File: src/rtl/parking_gate_scheduler.sv
// Round-robin gate scheduler for the uni and general entry and exit lanes of a parking barrier.
// Each request is arbitrated, checked against zone capacity, then acked or denied, and an ack
// opens the barrier for OPEN_CYCLES cycles.
module parking_gate_scheduler #(
  parameter int unsigned OPEN_CYCLES = 4
) (
  input  logic       clk,
  input  logic       reset,
  input  logic [3:0] req,
  input  logic       uni_is_vacated_space,
  input  logic       is_vacated_space,
  input  logic [9:0] uni_parked_car,
  input  logic [9:0] parked_car,
  output logic       car_entered,
  output logic       is_uni_car_entered,
  output logic       car_exited,
  output logic       is_uni_car_exited,
  output logic [3:0] ack,
  output logic [3:0] deny,
  output logic       gate_open,
  output logic       busy
);

  typedef enum logic [1:0] {StIdle, StCheck, StOpen, StClose} state_e;

  state_e     state_q, state_d;
  logic [1:0] g_q, g_d;
  logic [1:0] ptr_q, ptr_d;
  logic [7:0] cnt_q, cnt_d;

  logic       car_entered_d, is_uni_car_entered_d;
  logic       car_exited_d, is_uni_car_exited_d;
  logic [3:0] ack_d, deny_d;
  logic       gate_open_d, busy_d;

  logic [1:0] pick;
  logic [1:0] idx;
  logic       found;
  logic       eligible;

  // Round-robin search: ptr+1 first, ptr itself last.
  always_comb begin
    pick  = ptr_q;
    idx   = ptr_q;
    found = 1'b0;
    for (int k = 1; k <= 4; k++) begin
      idx = ptr_q + 2'(k);
      if (!found && req[idx]) begin
        pick  = idx;
        found = 1'b1;
      end
    end
  end

  always_comb begin
    eligible = 1'b0;
    unique case (g_q)
      2'd0: eligible = uni_is_vacated_space;
      2'd1: eligible = is_vacated_space;
      2'd2: eligible = (uni_parked_car != 10'd0);
      2'd3: eligible = (parked_car != 10'd0);
      default: eligible = 1'b0;
    endcase
  end

  always_comb begin
    state_d              = state_q;
    g_d                  = g_q;
    ptr_d                = ptr_q;
    cnt_d                = cnt_q;
    car_entered_d        = 1'b0;
    is_uni_car_entered_d = 1'b0;
    car_exited_d         = 1'b0;
    is_uni_car_exited_d  = 1'b0;
    ack_d                = 4'b0000;
    deny_d               = 4'b0000;
    gate_open_d          = 1'b0;

    unique case (state_q)
      StIdle: begin
        if (req != 4'b0000) begin
          g_d     = pick;
          state_d = StCheck;
        end
      end
      StCheck: begin
        if (!req[g_q]) begin
          // Requester withdrew: no response and the pointer stays put.
          state_d = StIdle;
        end else begin
          ptr_d = g_q;
          if (eligible) begin
            ack_d       = 4'b0001 << g_q;
            gate_open_d = 1'b1;
            cnt_d       = 8'(OPEN_CYCLES);
            state_d     = StOpen;
            unique case (g_q)
              2'd0: begin
                car_entered_d        = 1'b1;
                is_uni_car_entered_d = 1'b1;
              end
              2'd1: car_entered_d = 1'b1;
              2'd2: begin
                car_exited_d        = 1'b1;
                is_uni_car_exited_d = 1'b1;
              end
              2'd3: car_exited_d = 1'b1;
              default: ;
            endcase
          end else begin
            deny_d  = 4'b0001 << g_q;
            state_d = StIdle;
          end
        end
      end
      StOpen: begin
        if (cnt_q <= 8'd1) begin
          cnt_d   = 8'd0;
          state_d = StClose;
        end else begin
          cnt_d       = cnt_q - 8'd1;
          gate_open_d = 1'b1;
        end
      end
      StClose: state_d = StIdle;
      default: state_d = StIdle;
    endcase

    busy_d = (state_d != StIdle);
  end

  always_ff @(posedge clk or negedge reset) begin
    if (!reset) begin
      state_q            <= StIdle;
      g_q                <= 2'd0;
      ptr_q              <= 2'd3;
      cnt_q              <= 8'd0;
      car_entered        <= 1'b0;
      is_uni_car_entered <= 1'b0;
      car_exited         <= 1'b0;
      is_uni_car_exited  <= 1'b0;
      ack                <= 4'b0000;
      deny               <= 4'b0000;
      gate_open          <= 1'b0;
      busy               <= 1'b0;
    end else begin
      state_q            <= state_d;
      g_q                <= g_d;
      ptr_q              <= ptr_d;
      cnt_q              <= cnt_d;
      car_entered        <= car_entered_d;
      is_uni_car_entered <= is_uni_car_entered_d;
      car_exited         <= car_exited_d;
      is_uni_car_exited  <= is_uni_car_exited_d;
      ack                <= ack_d;
      deny               <= deny_d;
      gate_open          <= gate_open_d;
      busy               <= busy_d;
    end
  end

endmodule

File: config.mk
export PLATFORM = sky130hd
export DESIGN_NAME = parking_gate_scheduler
export DESIGN_NICKNAME = d
export VERILOG_FILES = /design/src/rtl/parking_gate_scheduler.sv
export SDC_FILE = /design/constraint.sdc
export NUM_CORES = 1
export LEC_CHECK = 0
export CORE_MARGIN = 2
export CORE_UTILIZATION = 51
export DETAILED_ROUTE_END_ITERATION = 12
export GPL_TIMING_DRIVEN = 0
export PLACE_DENSITY = 0.86
export SLEW_MARGIN = 20
export SYNTH_ARGS = -nofsm -noshare
export SYNTH_HDL_FRONTEND = slang
export SYNTH_SLANG_ARGS = --single-unit
File: constraint.sdc
create_clock -name clk -period 4.7 [get_ports clk]
set_input_delay 0.47 -clock clk [delete_from_list [all_inputs] [get_ports clk]]
set_output_delay 0.47 -clock clk [all_outputs]
set_load 0.01 [all_outputs]
---- Word-level counts from Yosys, hierarchy flattened ----
Cells that the tools add are included.
cells by class
  $add $sub $neg .......................... 4
  magnitude comparators ................... 6
  equal/unequal tests ..................... 8
  shift operators ......................... 1
  mux-type cells .......................... 53
  reductions and logical operators ........ 18
operators by type and width
  kind                                                                          number
  1-bit two-way mux                                                             27
  4-bit two-way mux                                                             6
  8-bit two-way mux                                                             3
  10-bit nonzero test                                                           2
  2-bit two-way mux                                                             8
  8-bit one-hot mux with 2 select lines                                         1
  2-bit by 3-bit less-than comparator with 1-bit output, second input constant  5
  1-bit binary-select mux with 2-bit select                                     5
  2-bit == test, second input constant                                          4
  8-bit by 1-bit <= comparator with 1-bit output, second input constant         1
  2-bit one-hot mux with 4 select lines                                         1
  8-bit by 1-bit subtractor with 8-bit output, second input constant            1
  2-bit adder, second input constant                                            2
  2-bit by 1-bit == test with 1-bit output, second input constant               2
  2-bit logical NOT                                                             2
  2-bit inequality test, second input constant                                  2
  1-bit one-hot mux with 4 select lines                                         1
  2-bit AND reduction                                                           2
  2-bit nonzero test                                                            2
  4-bit nonzero test                                                            1
  2-bit OR reduction                                                            2
  1-bit by 2-bit << shifter with 4-bit output, first input constant             1
  1-bit logical AND                                                             3
  1-bit logical NOT                                                             3
  other kinds (3)                                                               3
word-level totals
  bits in registers ....................... 28
  output and inout bits ................... 14
  word-level logic and storage cells ...... 102

---- Longest topological paths before layout ----
Gate-level depths: netlist (run 1).
  depth after elaboration ................. 13
  depth in mapped cells ................... 8
  mapped depth without buffers ............ 7

---- Worst setup path before layout (run 1) ----
No wires, ideal clock.
  path kind ............................... input to register
  start point ............................. input port parked_car[1]
  end point ............................... register cnt_q[7]
  library setup time ...................... 126 ps
  arrival time ............................ 1679 ps
  setup slack ............................. 2895 ps
  stages on the path ...................... 6
  path through ............................ nor4_1 nand4_1 a41oi_2 buf_6 nor4_2 a311o_1
between the ends
  word-level cells in the longest chain between the ends .. 4
RTL lines
  what                                   RTL line  source
  from (decl)                            13        input logic [9:0] parked_car,
  10-bit nonzero test                    61        2'd3: eligible = (parked_car != 10'd0);
  1-bit one-hot mux with 4 select lines  57        unique case (g_q)
  2-bit inequality test (no line)        --
  3-bit AND reduction (no line)          --
  to (signal assigned)                   150       cnt_q <= cnt_d;
  to (decl)                              29        logic [7:0] cnt_q, cnt_d;
Every way passes these cells.
A chain may end at the register's enable or synchronous reset.

---- Worst setup path in the final report (run 1) ----
  start point ............................. input port req[3]
  end point ............................... register cnt_q[7]
between the ends
  word-level cells in the longest chain between the ends .. 4
RTL lines
  what                                       RTL line  source
  from (decl)                                9         input logic [3:0] req,
  1-bit binary-select mux with 2-bit select  87        if (!req[g_q]) begin
  1-bit two-way mux (implied by the code)    87
  2-bit inequality test (no line)            --
  3-bit AND reduction (no line)              --
Every way passes these cells. The select of a mux whose other input is x is not followed.

==> flow_summary.toml, run 1 <==
[cts]
h-tree-depth = 1
cts_buffers = 3
ctsResizeCount = 0
ctsRootBufferMaster = "clkbuf_4"
cts_sinks = 26
clockBufferDepth = 2
cts_tree = "done"
clkTransAtPathRegs_ns = 0.14
postCtsSetupBuffers = 0
hold_buffers = 0
insertion_delay_ns = 0.32

[timing]
clock.fmax_mhz = 482
tightestPinTransition_ns = 0.629
slew_headroom_pct = 57.7
hold_violations = 0
finalSetupTns_ns = 0
period_share_pct = 44.2
slew_violations = 0
fin_skew_ns = 0.00461
finalSetupViolations = 0
whs_ns = 0.110
rsz0062_at_grt = "no"
min_period_ns = 2.08

[setup_path]
start_kind = "primary input"
cp.required_ns = 4.92
crit_type = "primary input to flop"
rr_endpoint = "cnt_q[7]"
cp-end-kind = "flop"
reg2reg_depth = 7
setup.reg_to_reg.worst_slack_ns = 2.64
r2r-start = "state_q[1]"
cp.arrival_ns = 2.30
crit_fanout = 7

[floorplan]
rows = 19
die-area_sq_um = 3310
core-area_sq_um = 2730
ioPinCount = 42
die_x_microns = 57.6
die_h_microns = 57.6
start_util_pct = 53.5

[routing]
drt-total-wl_microns = 3240
dr.first_iter.drc_count = 45
dr.pass1.iters = 4
wire_per_inst_microns = 14.6
final_antenna_net_count = 0
drc_errors = 0
via_per_inst = 5.87
via_count = 1303

[outcome]
status = "finished clean"

[placement]
dp_hpwl_microns = 2460
place.gp.congestion = 0.834
portBuffers = 41

[synthesis]
ys_seq_area_share_pct = 44.7
synth_warnings = 0
synth_edf_count = 0
synthCells = 146
synthDistinctLibCells = 51
synth_area_leaders = "dfrtp_1 (41%), ha_1 (5.1%), o21ai_0 (4.1%)"
synth.cell_area_sq_um = 1460
synth-seq-cells = 26
avgSynthCellArea_sq_um = 10.0
synth.top_cell.area_share_pct = 41.1
yosys.area.top_type = "dfrtp_1"
syn-num-nets = 180
synth_ff_type = "dfrtp_1"
async_reset_ff_share_pct = 100

[global_route]
grt_pass1_wl_microns = 5530
grt_overflow_total = 0
antenna_found_initial = 0
first_global_vias = 1294
grt_max_degree = 27
grt_use_total_pct = 21.6

[finish]
fillers = 202
drive_gt1_share_pct = 13.1
final_cell_mix = "clkdlybuf4s50_1 (40), dfrtp_1 (24), nand2_1 (14)"
insertedDiodeCount = 0
syn2layout_area_growth_pct = 32.8
nets = 226
layout_commonest_cell = "clkdlybuf4s50_1"

[worst_hold_path]
holdCritPathClass = "primary input to asynchronous set/reset pin"

[power]
vdd_drop_max_uv = 403
power_density_nw_per_um2 = 523
power.leakage_nw = 0.807

[flow_run]
maxCapViolCount = 0
## cell families (layout without fill, tap and decap cells)
logic type                 count (synthesis)  in the layout  synth area share, %
buffers and inverters                     15             60                 5.64
DFF                                       26             26                 44.7
and+or+nand+nor                           58             58                 23.4
AOI/OAI and AO/OA                         38             38                 18.8
muxes                                      3              3                 2.39
adders and majority gates                  6              6                 5.13
## area by class of cell
cell class / instances / area (sq um) / area share [%]
Buffer: 6 / 48.8 / 2.51
Clock buffer: 4 / 36.3 / 1.87
Inverter: 9 / 33.8 / 1.74
Multi-Input combinational cell: 105 / 727 / 37.4
Sequential cell: 26 / 653 / 33.6
Tap cell: 31 / 38.8 / 2.00
Timing Repair Buffer: 41 / 405 / 20.9
## worst max-delay path, stage by stage
cell             delay (ns)
clkdlybuf4s50_1        0.58
mux2i_1                0.15
o2bb2ai_2              0.27
nand4_1                0.30
o311a_1                0.24
a311o_1                0.29
## worst max-delay path by stage
stage	start	end	slack, ns	cells past startpoint
after global placement	parked_car[1]	cnt_q[7]	2.35	7
after detailed placement	parked_car[1]	cnt_q[7]	2.28	7
after global routing	state_q[1]	cnt_q[7]	2.47	7
after floorplan	parked_car[1]	cnt_q[7]	2.89	6
final	req[3]	cnt_q[7]	2.62	6
after CTS	parked_car[1]	cnt_q[7]	2.61	7
## sequential cells by signal, summed over array words and instances (netlist names)
register,flops
car_entered,1
cnt_q,8
is_uni_car_exited,1
ack,2
gate_open,1
busy,1
deny,4
car_exited,1
is_uni_car_entered,1
ptr_q,2
g_q,2
state_q,2
## cell usage after synthesis, types with 2 or more instances
master / number
a21oi_1: 5
a31oi_1: 2
and2_1: 2
buf_4: 2
dfrtp_1: 24
dfstp_2: 2
ha_1: 6
inv_1: 9
mux2i_1: 2
nand2_1: 14
nand4_1: 3
nor2_1: 13
nor3_1: 4
nor3b_1: 2
nor4_1: 3
nor4_2: 3
o21ai_0: 12
o21ai_1: 2
o31ai_1: 4
## stage by stage
step	area [sq um]	std cells	setup slack (ns)	util, %	power [mW]
4_1_cts	1940	222	2.61	71.1	1.02
3_3_place_gp	1910	218	2.35	69.9	0.863
3_5_place_dp	1910	218	2.28	69.7	0.893
6_report	1940	222	2.62	71.1	1.02
2_1_floorplan	1460	146	2.89	-	0.735
5_1_grt	1940	222	2.47	71.1	1.10
## power by group
group          internal [mW]  leakage, nW  switching [mW]
logic                  0.247        0.447           0.297
clock network         0.0474       0.0210          0.0681
registers              0.299        0.340          0.0570
total                  0.593        0.807           0.422
## layer usage
| layer | routed length [microns] | share of wire [%] | global-route usage [%] | vias to the layer above |
|---|---|---|---|---|
| met2 | 1620 | 50 | 36.9 | 46 |
| met1 | 1290 | 40 | 25.0 | 625 |
| met3 | 254 | 7.8 | 6.12 | 8 |
| met4 | 70 | 2.2 | 9.63 | 0 |
| met5 | 0 | 0 | 0 | - |
| li1 | - | - | - | 624 |
Power figures use the tool's default switching activity.
==> inputs of run 2 (changes only) <==
Settings changed: CORE_UTILIZATION 51 to 42, PLACE_DENSITY 0.86 to 0.76.
Clock period 4.7 ns to 1.7 ns, I/O delays scaled along.
==> run 2 against run 1 <==
Against the previous run: clock power grew to 2.9 times the previous value; register-to-register slack worse by 2.8 ns; routed wire length increased by 25%; critical endpoint unchanged; first-iteration DRC count shrank 6.7%; sequential share of layout area down 4.8 points; largest cell class unchanged; the flow now finishes with violations (negative setup slack); count of clock-buffer cells in the layout unchanged.
==> flow_summary.toml, run 2 (synthesis gave the netlist of run 1 again) <==
[outcome]
status = "finished with violations"
violations = "negative setup slack"

[timing]
rsz0062_at_grt = "yes"
worst_slack_ns = -0.112
clock.fmax_mhz = 552
finalSetupViolations = 3
whs_ns = 0.344
fin_skew_ns = 0.0104
period_share_pct = 107
slew_headroom_pct = 46.7
hold_violations = 0
slew_violations = 0
tightestPinTransition_ns = 0.792
min_period_ns = 1.81

[finish]
fin_area_sq_um = 2280
insertedDiodeCount = 0
fin_cells = 260
syn2layout_area_growth_pct = 55.6
drive_gt1_share_pct = 31.8
final_cell_mix = "clkdlybuf4s50_1 (40), dfrtp_1 (22), buf_4 (21)"
regMostFlops = "cnt_q"
reg.largest.list = "cnt_q: 8 flops, deny: 4 flops"
final_util_pct = 68.2
layout_commonest_cell = "clkdlybuf4s50_1"
largest_reg_flops = 8
nets = 249

[routing]
final_antenna_net_count = 0
wire_per_inst_microns = 15.5
dr.first_iter.drc_count = 42
via_count = 1436
via_per_inst = 5.52
dr.pass1.iters = 4
drc_errors = 0
drt-total-wl_microns = 4040

[setup_path]
start_kind = "flop"
rr_endpoint = "cnt_q[7]"
cp.required_ns = 1.95
r2r-start = "cnt_q[5]"
reg2reg_depth = 4
cp.arrival_ns = 2.06
crit_type = "flop to flop"
setup.reg_to_reg.worst_slack_ns = -0.11
crit_fanout = 4
cp-end-kind = "flop"

[cts]
ctsRootBufferMaster = "clkbuf_4"
clockBufferDepth = 2
cts_sinks = 26
cts_tree = "done"
clkTransAtPathRegs_ns = 0.16
cts_buffers = 3
insertion_delay_ns = 0.34
h-tree-depth = 1

[flow_run]
maxCapViolCount = 0

[global_route]
grt_use_total_pct = 20.1
grt_pass1_wl_microns = 6350
grt.busiest_layer = "met2"
use_met2_pct = 36.0
met1_usage_pct = 20.7
grt_max_degree = 27
met3_usage_pct = 6.31
antenna_found_initial = 0
first_global_vias = 1449
grt_overflow_total = 0

[placement]
place_area_sq_um = 1930
dp_cells = 233
portBuffers = 41
dp_hpwl_microns = 2650
place.gp.congestion = 0.852

[power]
power_density_nw_per_um2 = 1570
power.leakage_nw = 0.933
vdd_drop_max_uv = 852

[worst_hold_path]
holdCritPathClass = "primary input to asynchronous set/reset pin"

[floorplan]
die-area_sq_um = 3970
die_x_microns = 63.0
core-area_sq_um = 3340
start_util_pct = 43.8
rows = 21
ioPinCount = 42
die_h_microns = 63.0
## run 2: changes by cell type in the layout (fill, tap and decap cells not counted), sizes merged
cell,delta
buf,+22
dlygate4sd3,+1
## run 2: per-stage QoR
stage | setup slack, ns | power (mW) | TNS (ns)
after floorplan | 0.00583 | 2.05 | 0
after global placement | -0.410 | 2.42 | -2.33
after detailed placement | -0.424 | 2.49 | -3.01
after CTS | -0.0801 | 3.19 | -0.0955
after global routing | -0.187 | 3.80 | -0.708
final | -0.112 | 3.56 | -0.160
## run 2: worst max-delay path by stage
stage	from	to	slack, ns	depth (start not counted)
detailed placement	parked_car[1]	cnt_q[7]	-0.42	7
finish	cnt_q[5]	cnt_q[7]	-0.11	4
global route	cnt_q[5]	cnt_q[7]	-0.19	4
global placement	parked_car[1]	cnt_q[7]	-0.41	7
floorplan	g_q[0]	cnt_q[7]	0.006	6
CTS	cnt_q[5]	cnt_q[7]	-0.08	4
## run 2: power by group
part	total, mW	switching (mW)	internal [mW]	leakage (nW)
clock	0.336	0.205	0.132	0.0210
combinational	2.23	1.09	1.14	0.576
sequential	0.999	0.171	0.828	0.337
## run 2: what timing repair did
action                                 CTS  global route
setup endpoints to repair               13            13
buffers inserted                        14             8
endpoints found under the hold margin   24             0
pin swaps                                6             3
gates resized for setup                 16            19
hold buffers                             1             0
## run 2: routing by layer
metal / vias up / wire, microns
li1: 666 / -
met2: 53 / 2080
met1: 706 / 1610
met3: 11 / 257
met5: - / 0
met4: 0 / 89
## run 2: critical path: stages, from the launching register on
cell and delay (ns):
dfrtp_1 0.41, or3_4 0.43, or2b_1 0.25, o311a_1 0.30, a311o_1 0.32
## run 2: area by class of cell
| class | instances | area, sq um |
|---|---|---|
| Tap cell | 46 | 57.6 |
| Timing Repair Buffer | 64 | 592 |
| Sequential cell | 26 | 656 |
| Inverter | 9 | 33.8 |
| Clock buffer | 4 | 36.3 |
| Buffer | 6 | 55.1 |
| Fill cell | 247 | 1060 |
| Multi-Input combinational cell | 105 | 846 |
==> inputs of run 3 (changes only) <==
Settings changed: CORE_MARGIN 2 to 1.5.
==> run 3 against run 2 <==
Against the previous run: the flow still finishes with violations (negative setup slack); power rose by 1.4%; flip-flop and latch count did not move; non-clock buffer count fell by 4; routed wire length fell by 1.9%; sequential share of layout area rose by 0.13 points; combinational power fell by 3%; critical path depth rose by 4; die area fell by 3.1%; sequential power barely moved; via count fell by 2.6%; critical endpoint is now busy; highest routed layer unchanged.
==> flow_summary.toml, run 3 (synthesis gave the netlist of run 1 again) <==
[finish]
regMostFlops = "cnt_q"
multi_input_area_sq_um = 848
fillers = 264
layout_commonest_cell = "clkdlybuf4s50_1"
ff_latch_area_sq_um = 658
nets = 245
final_cell_mix = "clkdlybuf4s50_1 (40), dfrtp_1 (20), buf_4 (15)"
syn2layout_area_growth_pct = 55.5
insertedDiodeCount = 0
largest_reg_flops = 8
fin_cells = 256
reg.largest.list = "cnt_q: 8 flops, deny: 4 flops"
drive_gt1_share_pct = 32.9

[setup_path]
cp.required_ns = 1.96
setup.reg_to_reg.worst_slack_ns = -0.12
cp-end-kind = "flop"
r2r-start = "state_q[1]"
crit_fanout = 4
reg2reg_depth = 8
start_kind = "flop"
cpPeakStageDelay_ns = 0.43
cp.arrival_ns = 2.08
cpMaxStageDelayCell = "dfrtp_1"
crit_type = "flop to flop"
path_cells = "inv_2 -> ha_4 -> and2b_4 -> o2bb2ai_2 -> nand4_1 -> buf_4 -> and2_4 -> a41oi_2"
rr_endpoint = "busy"

[placement]
dp_cells = 233
place.gp.congestion = 0.852
dp_hpwl_microns = 2560
portBuffers = 41

[floorplan]
core-area_sq_um = 3340
die-area_sq_um = 3850
die_x_microns = 62.0
die_h_microns = 62.0
start_util_pct = 43.8
rows = 21
ioPinCount = 42

[global_route]
antenna_found_initial = 0
grt_pass1_wl_microns = 5340
grt_use_total_pct = 18.9
first_global_vias = 1275
grt_max_degree = 27
grt_overflow_total = 0

[timing]
clock.fmax_mhz = 549
worst_slack_ns = -0.123
finalSetupViolations = 6
slew_headroom_pct = 50.6
rsz0062_at_grt = "yes"
fin_skew_ns = 0.00742
tightestPinTransition_ns = 0.734
min_period_ns = 1.82
slew_violations = 0
period_share_pct = 107
hold_violations = 0

[routing]
dr.pass1.iters = 4
drt-total-wl_microns = 3960
drc_errors = 0
dr.first_iter.drc_count = 41
wire_per_inst_microns = 15.5
final_antenna_net_count = 0
via_per_inst = 5.46
via_count = 1398

[power]
p_int_mw = 2.17
pwr-share-clk_pct = 12.1
finalPower_mw = 3.61
p_sw_mw = 1.45
vdd_drop_max_uv = 764
power_density_nw_per_um2 = 1590
combPwrFrac_pct = 60.1
sw_frac_of_total_pct = 40.0
power_frac_seq_pct = 27.8
power.leakage_nw = 0.928

[outcome]
violations = "negative setup slack"
status = "finished with violations"

[cts]
cts_sinks = 26
cts_buffers = 3
insertion_delay_ns = 0.33
ctsRootBufferMaster = "clkbuf_4"
clkTransAtPathRegs_ns = 0.16
cts_tree = "done"
clockBufferDepth = 2
h-tree-depth = 1

[flow_run]
maxCapViolCount = 0

[worst_hold_path]
holdCritPathClass = "primary input to asynchronous set/reset pin"
## run 3: cell count changes in the layout (fill, tap and decap cells not counted), sizes merged
cell,change
bufinv,+1
buf,-4
clkbuf,-1
## run 3: worst max-delay path by stage
stage	startpoint	end	slack, ns	cells past startpoint
2_1_floorplan	g_q[0]	cnt_q[7]	0.006	6
3_3_place_gp	parked_car[1]	cnt_q[7]	-0.41	7
3_5_place_dp	parked_car[1]	cnt_q[7]	-0.48	7
4_1_cts	cnt_q[5]	cnt_q[7]	-0.09	4
5_1_grt	g_q[0]	cnt_q[7]	-0.20	6
6_report	state_q[1]	busy	-0.12	8
## run 3: per-layer routing
metal  up-vias  share of wire [%]  GRT usage, %
met5         -                  0             0
met1       687                 43          22.0
li1        656                  -             -
met4         0                1.4          7.60
met2        49                 50          34.8
met3         6                5.9          2.28
## run 3: metrics by stage
stage	setup WS (ns)	area [sq um]	hold WS (ns)	TNS [ns]	utilization, %
2_1_floorplan	0.00583	1470	-0.126	0	-
3_3_place_gp	-0.411	1940	0.491	-2.32	58.1
3_5_place_dp	-0.483	1930	0.209	-3.53	58.0
4_1_cts	-0.0851	2130	0.381	-0.112	63.8
5_1_grt	-0.202	2270	0.396	-1.07	68.2
6_report	-0.123	2270	0.352	-0.414	68.2
## run 3: layout make-up
class,count,area share [%]
Inverter,9,1.49
Sequential cell,26,28.9
Clock buffer,3,0.990
Tap cell,46,2.53
Clock inverter,1,1.32
Multi-Input combinational cell,105,37.3
Timing Repair Buffer,60,25.0
Buffer,6,2.42
## run 3: what timing repair did
item,CTS,global route
setup endpoints to repair,13,16
setup buffers,11,7
gates cloned,1,0
resized for setup,11,31
hold buffers,1,0
hold endpoints to repair,24,0
pin swaps,9,8
## run 3: worst max-delay path, delay by kind of cell (launching register included)
| kind | cells | cell delay [ns] |
|---|---|---|
| and+or+nand+nor | 3 | 0.54 |
| buffers and inverters | 2 | 0.33 |
| DFF | 1 | 0.43 |
| AOI/OAI and AO/OA | 2 | 0.29 |
| adders and majority gates | 1 | 0.16 |
## run 3: power by group through the flow
stage	Clock [mW]	Combinational (mW)	Sequential, mW
2_1_floorplan	0	1.07	0.979
3_3_place_gp	0	1.44	0.979
3_5_place_dp	0	1.51	0.993
4_1_cts	0.434	1.79	0.982
5_1_grt	0.468	2.33	1.02
6_report	0.439	2.17	1.00
